$ cat src/rtl/floating_point_softmax_input_collector_if.sv
// Handshake and result bus between an upstream word source, the softmax
// input collector and the downstream softmax engine.
// The collector uses the slave modport; the driving side uses master.
interface floating_point_softmax_input_collector_if #(
    parameter int DATA_WIDTH = 32
);
    logic                  in_valid;
    logic [DATA_WIDTH-1:0] in_data;
    logic                  in_ready;
    logic                  flush;
    logic                  softmax_done;
    logic [DATA_WIDTH-1:0] in1;
    logic [DATA_WIDTH-1:0] in2;
    logic [DATA_WIDTH-1:0] in3;
    logic [DATA_WIDTH-1:0] in4;
    logic [DATA_WIDTH-1:0] max_input;
    logic                  softmax_enable;

    modport master (
        output in_valid, in_data, flush, softmax_done,
        input  in_ready, in1, in2, in3, in4, max_input, softmax_enable
    );

    modport slave (
        input  in_valid, in_data, flush, softmax_done,
        output in_ready, in1, in2, in3, in4, max_input, softmax_enable
    );
endinterface

$ cat src/rtl/floating_point_softmax_input_collector.sv
// Collects groups of four floating-point words, tracks their maximum and
// hands the group to a softmax engine with a one-cycle start pulse, then
// waits for softmax_done before collecting the next group.
// Optional feature macro: SOFTMAX_NAN_FLAG_EN adds a registered nan_flag
// output, excludes NaN words from the maximum and reports a canonical qNaN
// when every word of a group is NaN.
module floating_point_softmax_input_collector #(
    parameter int DATA_WIDTH = 32,
    parameter int E          = 8,
    parameter int M          = 23
) (
    input logic clk,
    input logic reset,
    floating_point_softmax_input_collector_if.slave bus
`ifdef SOFTMAX_NAN_FLAG_EN
    ,
    output logic nan_flag
`endif
);
    localparam int MAG_W = E + M;

    localparam logic [1:0] COLLECT = 2'd0;
    localparam logic [1:0] ISSUE   = 2'd1;
    localparam logic [1:0] WAIT    = 2'd2;

    logic [1:0]            state;
    logic [1:0]            idx;
    logic [DATA_WIDTH-1:0] run_max;
    logic [DATA_WIDTH-1:0] max_q;
    logic [DATA_WIDTH-1:0] slot_q [4];
    logic [DATA_WIDTH-1:0] word;
    logic                  first_word;
    logic [DATA_WIDTH-1:0] cand_max;
    logic [DATA_WIDTH-1:0] final_max;

`ifdef SOFTMAX_NAN_FLAG_EN
    localparam logic [DATA_WIDTH-1:0] QNAN = {1'b0, {E{1'b1}}, 1'b1, {(M-1){1'b0}}};

    logic have_max;
    logic nan_seen;
    logic word_nan;
    logic have_eff;
    logic nan_eff;
    logic cand_have;
`endif

    // Strict "a is larger than b" on sign-magnitude floats; both zeros compare equal.
    function automatic logic greater(input logic [DATA_WIDTH-1:0] a,
                                     input logic [DATA_WIDTH-1:0] b);
        logic [MAG_W-1:0] ma;
        logic [MAG_W-1:0] mb;
        logic             r;
        ma = a[MAG_W-1:0];
        mb = b[MAG_W-1:0];
        if (ma == '0 && mb == '0)
            r = 1'b0;
        else if (a[DATA_WIDTH-1] != b[DATA_WIDTH-1])
            r = !a[DATA_WIDTH-1];
        else if (!a[DATA_WIDTH-1])
            r = (ma > mb);
        else
            r = (ma < mb);
        return r;
    endfunction

    // Running-max candidate including the word offered this cycle; ties keep the older word.
    always_comb begin
        word       = bus.in_data;
        first_word = (idx == 2'd0);
`ifdef SOFTMAX_NAN_FLAG_EN
        word_nan  = (word[DATA_WIDTH-2 -: E] == {E{1'b1}}) && (word[M-1:0] != '0);
        have_eff  = have_max && !first_word;
        nan_eff   = (nan_seen && !first_word) || word_nan;
        cand_max  = run_max;
        cand_have = have_eff;
        if (!word_nan && (!have_eff || greater(word, run_max))) begin
            cand_max  = word;
            cand_have = 1'b1;
        end
        final_max = cand_have ? cand_max : QNAN;
`else
        cand_max  = (first_word || greater(word, run_max)) ? word : run_max;
        final_max = cand_max;
`endif
    end

    // Group FSM, slot buffer and maximum tracking.
    always_ff @(posedge clk) begin
        if (reset) begin
            state   <= COLLECT;
            idx     <= 2'd0;
            run_max <= '0;
            max_q   <= '0;
            for (int i = 0; i < 4; i++) slot_q[i] <= '0;
`ifdef SOFTMAX_NAN_FLAG_EN
            have_max <= 1'b0;
            nan_seen <= 1'b0;
            nan_flag <= 1'b0;
`endif
        end else begin
            case (state)
                COLLECT: begin
                    if (bus.flush) begin
                        idx <= 2'd0;
                    end else if (bus.in_valid) begin
                        slot_q[idx] <= word;
                        run_max     <= cand_max;
                        idx         <= idx + 2'd1;
`ifdef SOFTMAX_NAN_FLAG_EN
                        have_max <= cand_have;
                        nan_seen <= nan_eff;
`endif
                        if (idx == 2'd3) begin
                            state <= ISSUE;
                            max_q <= final_max;
`ifdef SOFTMAX_NAN_FLAG_EN
                            nan_flag <= nan_eff;
`endif
                        end
                    end
                end
                ISSUE:   state <= WAIT;
                WAIT:    if (bus.softmax_done) state <= COLLECT;
                default: state <= COLLECT;
            endcase
        end
    end

    assign bus.in_ready       = (state == COLLECT);
    assign bus.softmax_enable = (state == ISSUE);
    assign bus.in1            = slot_q[0];
    assign bus.in2            = slot_q[1];
    assign bus.in3            = slot_q[2];
    assign bus.in4            = slot_q[3];
    assign bus.max_input      = max_q;
endmodule

$ cat src/flat_wrapper.sv
// flat-port wrapper written by rule: the top's interface ports become plain ports
module floating_point_softmax_input_collector_flat 
#(
    parameter int DATA_WIDTH = 32,
    parameter int E          = 8,
    parameter int M          = 23
)
  (clk, reset, bus_in_valid, bus_in_data, bus_flush, bus_softmax_done, bus_in_ready, bus_in1, bus_in2, bus_in3, bus_in4, bus_max_input, bus_softmax_enable);
  floating_point_softmax_input_collector_if #(.DATA_WIDTH(DATA_WIDTH)) bus_i ();
  input logic clk;
  input logic reset;
  input wire logic [$bits(bus_i.in_valid)-1:0] bus_in_valid;
  input wire logic [$bits(bus_i.in_data)-1:0] bus_in_data;
  input wire logic [$bits(bus_i.flush)-1:0] bus_flush;
  input wire logic [$bits(bus_i.softmax_done)-1:0] bus_softmax_done;
  output wire logic [$bits(bus_i.in_ready)-1:0] bus_in_ready;
  output wire logic [$bits(bus_i.in1)-1:0] bus_in1;
  output wire logic [$bits(bus_i.in2)-1:0] bus_in2;
  output wire logic [$bits(bus_i.in3)-1:0] bus_in3;
  output wire logic [$bits(bus_i.in4)-1:0] bus_in4;
  output wire logic [$bits(bus_i.max_input)-1:0] bus_max_input;
  output wire logic [$bits(bus_i.softmax_enable)-1:0] bus_softmax_enable;
  assign bus_i.in_valid = bus_in_valid;
  assign bus_i.in_data = bus_in_data;
  assign bus_i.flush = bus_flush;
  assign bus_i.softmax_done = bus_softmax_done;
  assign bus_in_ready = bus_i.in_ready;
  assign bus_in1 = bus_i.in1;
  assign bus_in2 = bus_i.in2;
  assign bus_in3 = bus_i.in3;
  assign bus_in4 = bus_i.in4;
  assign bus_max_input = bus_i.max_input;
  assign bus_softmax_enable = bus_i.softmax_enable;
  floating_point_softmax_input_collector #(.DATA_WIDTH(DATA_WIDTH), .E(E), .M(M)) u_core (.clk(clk), .reset(reset), .bus(bus_i));
endmodule
$ cat config.mk
export PLATFORM = sky130hd
export DESIGN_NAME = floating_point_softmax_input_collector_flat
export DESIGN_NICKNAME = d
export VERILOG_FILES = /design/src/rtl/floating_point_softmax_input_collector_if.sv /design/src/rtl/floating_point_softmax_input_collector.sv /design/src/flat_wrapper.sv
export SDC_FILE = /design/constraint.sdc
export NUM_CORES = 1
export LEC_CHECK = 0
export ABC_AREA = 1
export CORE_UTILIZATION = 60
export CTS_BUF_LIST = sky130_fd_sc_hd__clkbuf_4 sky130_fd_sc_hd__clkbuf_8
export DETAILED_ROUTE_END_ITERATION = 7
export DONT_BUFFER_PORTS = 1
export PLACE_DENSITY_LB_ADDON = 0.12
export SETUP_SLACK_MARGIN = 0.02
export SLEW_MARGIN = 30
export SYNTH_ARGS = -nofsm -noshare
export SYNTH_HDL_FRONTEND = slang
export SYNTH_SLANG_ARGS = --single-unit
$ cat constraint.sdc
create_clock -name clk -period 8.2 [get_ports clk]
set_input_delay 2.46 -clock clk [delete_from_list [all_inputs] [get_ports clk]]
set_output_delay 2.46 -clock clk [all_outputs]
set_load 0.01 [all_outputs]
==> flow_metrics.tcl <==
set metrics [dict create \
    hold_path_class "flip-flop to flip-flop" \
    grt_pass1_vias 5884 \
    cts_max_level 4 \
    outcome "completed" \
    first_pass_iters 5 \
    fillers 1181 \
    hold_viol_final 0 \
    cts_buffers 17 \
    antenna_found_initial 0 \
    detailroute.via_count 6442 \
    fin_nets 1032 \
    worstSetupPathType "primary input to flip-flop" \
    ir_worst_vdd_uv 100.3 \
    drc 0 \
    core_mm2 0.01475 \
    critPathArrivalTime_ps 5130 \
    synth_area_per_cell_um2 9.359 \
    postCtsHoldBufs 0 \
    powerDensity_mw_per_mm2 199.7 \
    drt-initial-drc-count 577 \
    yosys_most_used_dff "edfxtp_1" \
    regArea_mm2 0.005205 \
    die_area_mm2 0.01585 \
    row_count 44 \
    synth_area_mm2 0.009209 \
    p_sw_uw 542.6 \
    antennaDiodeCount 0 \
    path_max_fanout 34 \
    synth_top_area_cell "edfxtp_1" \
    endpoint_kind "flip-flop" \
    synth-warning-count 0 \
    final.setup_skew_ps 13.89 \
    post_cts_buffers 0 \
    slew_violations 0 \
    dp.cells 1127 \
    min_period_over_period_pct 60.59 \
    p_int_uw 1374 \
    tightest_slew_ps 747.4 \
    wire_per_inst_um 18.06 \
    cts_resized 0 \
    final_common_cell "nor2_1" \
    die_w_um 125.9 \
    ioPinCount 199 \
    rsz0062_at_grt "no" \
    synth_cell_type_count 34 \
    synth_seq_area_share_pct 56.52 \
    syn2layout_area_growth_pct 4.198 \
    ys_async_sr_fraction_pct 0 \
    synthCells 984 \
    synth_edf_count 128 \
    grt_pass1_wl_um 32530 \
    clkTransAtPathRegs_ps 100 \
    start_util_pct 62.42 \
    period_needed_ps 4968 \
    ys_ff_latch 196 \
    switching_share_pct 28.32 \
    grtUsageTotal_pct 26.85 \
    synth.net_count 1054 \
    cts_buffer_depth 2 \
    p_seq_share_pct 59.5 \
    gp_congestion 0.8403 \
    crit_path_start_kind "primary input" \
    clock_sinks 196 \
    numPortBuffers 0 \
    antenna_left 0 \
    via_per_inst 5.558 \
    grt_max_degree 66 \
    cts_tree "done" \
    fin_ws_ps 3232 \
    cts_root_buf "clkbuf_8" \
    netlist.area_leader.share_pct 41.74 \
    worstPathRequired_ps 8360 \
    overflow 0 \
    post-place-ws_ps 2659 \
    multiInputGateArea_mm2 0.003276 \
    clkLatencyLatePin_ps 480 \
    fmax_mhz 201.3 \
    slew_headroom_pct 50.17 \
    setup_tns_ps 0 \
    finalNonFillerCells 1159 \
    final_cell_mix "nor2_1, nand2_1, edfxtp_1" \
    yosys-top-cells-area "edfxtp_1, dfxtp_1, nor2_1, nand3_2, nand2_1" \
    hpwl_um 14550 \
    cap_violations 0 \
    p_leak_uw 0.004011 \
    power_frac_comb_pct 10.2 \
    setup_violations 0 \
    drt-total-wl_um 20940 \
    die_h_um 125.9 \
    drive_gt1_share_pct 14.15 \
    clockPowerShare_pct 30.3 \
]
==> synthesized netlist by cell type (all sizes together) (2+ instances only) <==
cell,count
inv,122
nand2,158
nor2,216
buf,37
clkbuf,11
dfxtp,68
nor3,11
ha,33
nand4,12
clkinv,2
edfxtp,128
nand3,135
a21o,2
a21oi,11
o21ai,33
==> worst max-delay path: stages <==
cell and delay, ps:
nor4_2 320, inv_2 80, nor2_4 80, buf_4 360, inv_2 340, nor2_2 240, nand2_1 70, buf_4 250
nand2_1 520, buf_4 390
==> metrics by stage <==
stage	power (uW)	util, %	hold slack, ps	area [um2]
after CTS	1920	64.95	531.8	9583
after global placement	1353	62.46	512.4	9215
after floorplan	1320	-	480.6	9209
after global routing	1981	65.04	575.2	9595
final	1916	65.04	523.8	9595
after detailed placement	1357	62.51	517.2	9223
==> metal layers <==
metal | global-route usage [%] | part of all wire, %
met1 | 37.06 | 44
met2 | 42.22 | 46
met3 | 5.820 | 7.7
met4 | 9.001 | 2.0
met5 | 0 | 0
==> sequential cells by signal, indices dropped and copies added (netlist names) <==
name / count
u_core.bus.max_input: 32
u_core.slot_q: 128
u_core.idx: 2
u_core.run_max: 32
u_core.state: 2
==> worst paths after layout <==
check	from	end	slack, ps	cells after the start
max	bus_flush	u_core.slot_q[1][10]	3230	10
min	u_core.run_max[21]	u_core.run_max[21]	520	2
max reg2reg	u_core.state[0]	u_core.slot_q[1][10]	4810	10
min reg2reg	u_core.run_max[21]	u_core.run_max[21]	520	2
==> power groups by stage <==
stage	registers (uW)	clock network, uW	logic [uW]
2_1_floorplan	1150	0	167
3_3_place_gp	1160	0	190
3_5_place_dp	1160	0	193
4_1_cts	1140	585	194
5_1_grt	1140	618	219
6_report	1140	581	195
==> kinds of logic after synthesis <==
| family | share of synthesized area [%] |
|---|---|
| fa+ha+maj | 4.484 |
| buf+inv | 8.111 |
| compound gates | 2.921 |
| flops | 56.52 |
| simple gates | 27.96 |
==> area by class of cell <==
type | count | share of cell area, %
clock buffers | 18 | 2.517
flip-flops and latches | 196 | 54.24
inverters | 124 | 4.877
well taps | 184 | 2.399
clock inverters | 14 | 1.239
repair buffers | 7 | 0.5868
multi-input cells | 616 | 34.14
No activity file was read; power rests on OpenSTA's default activity.
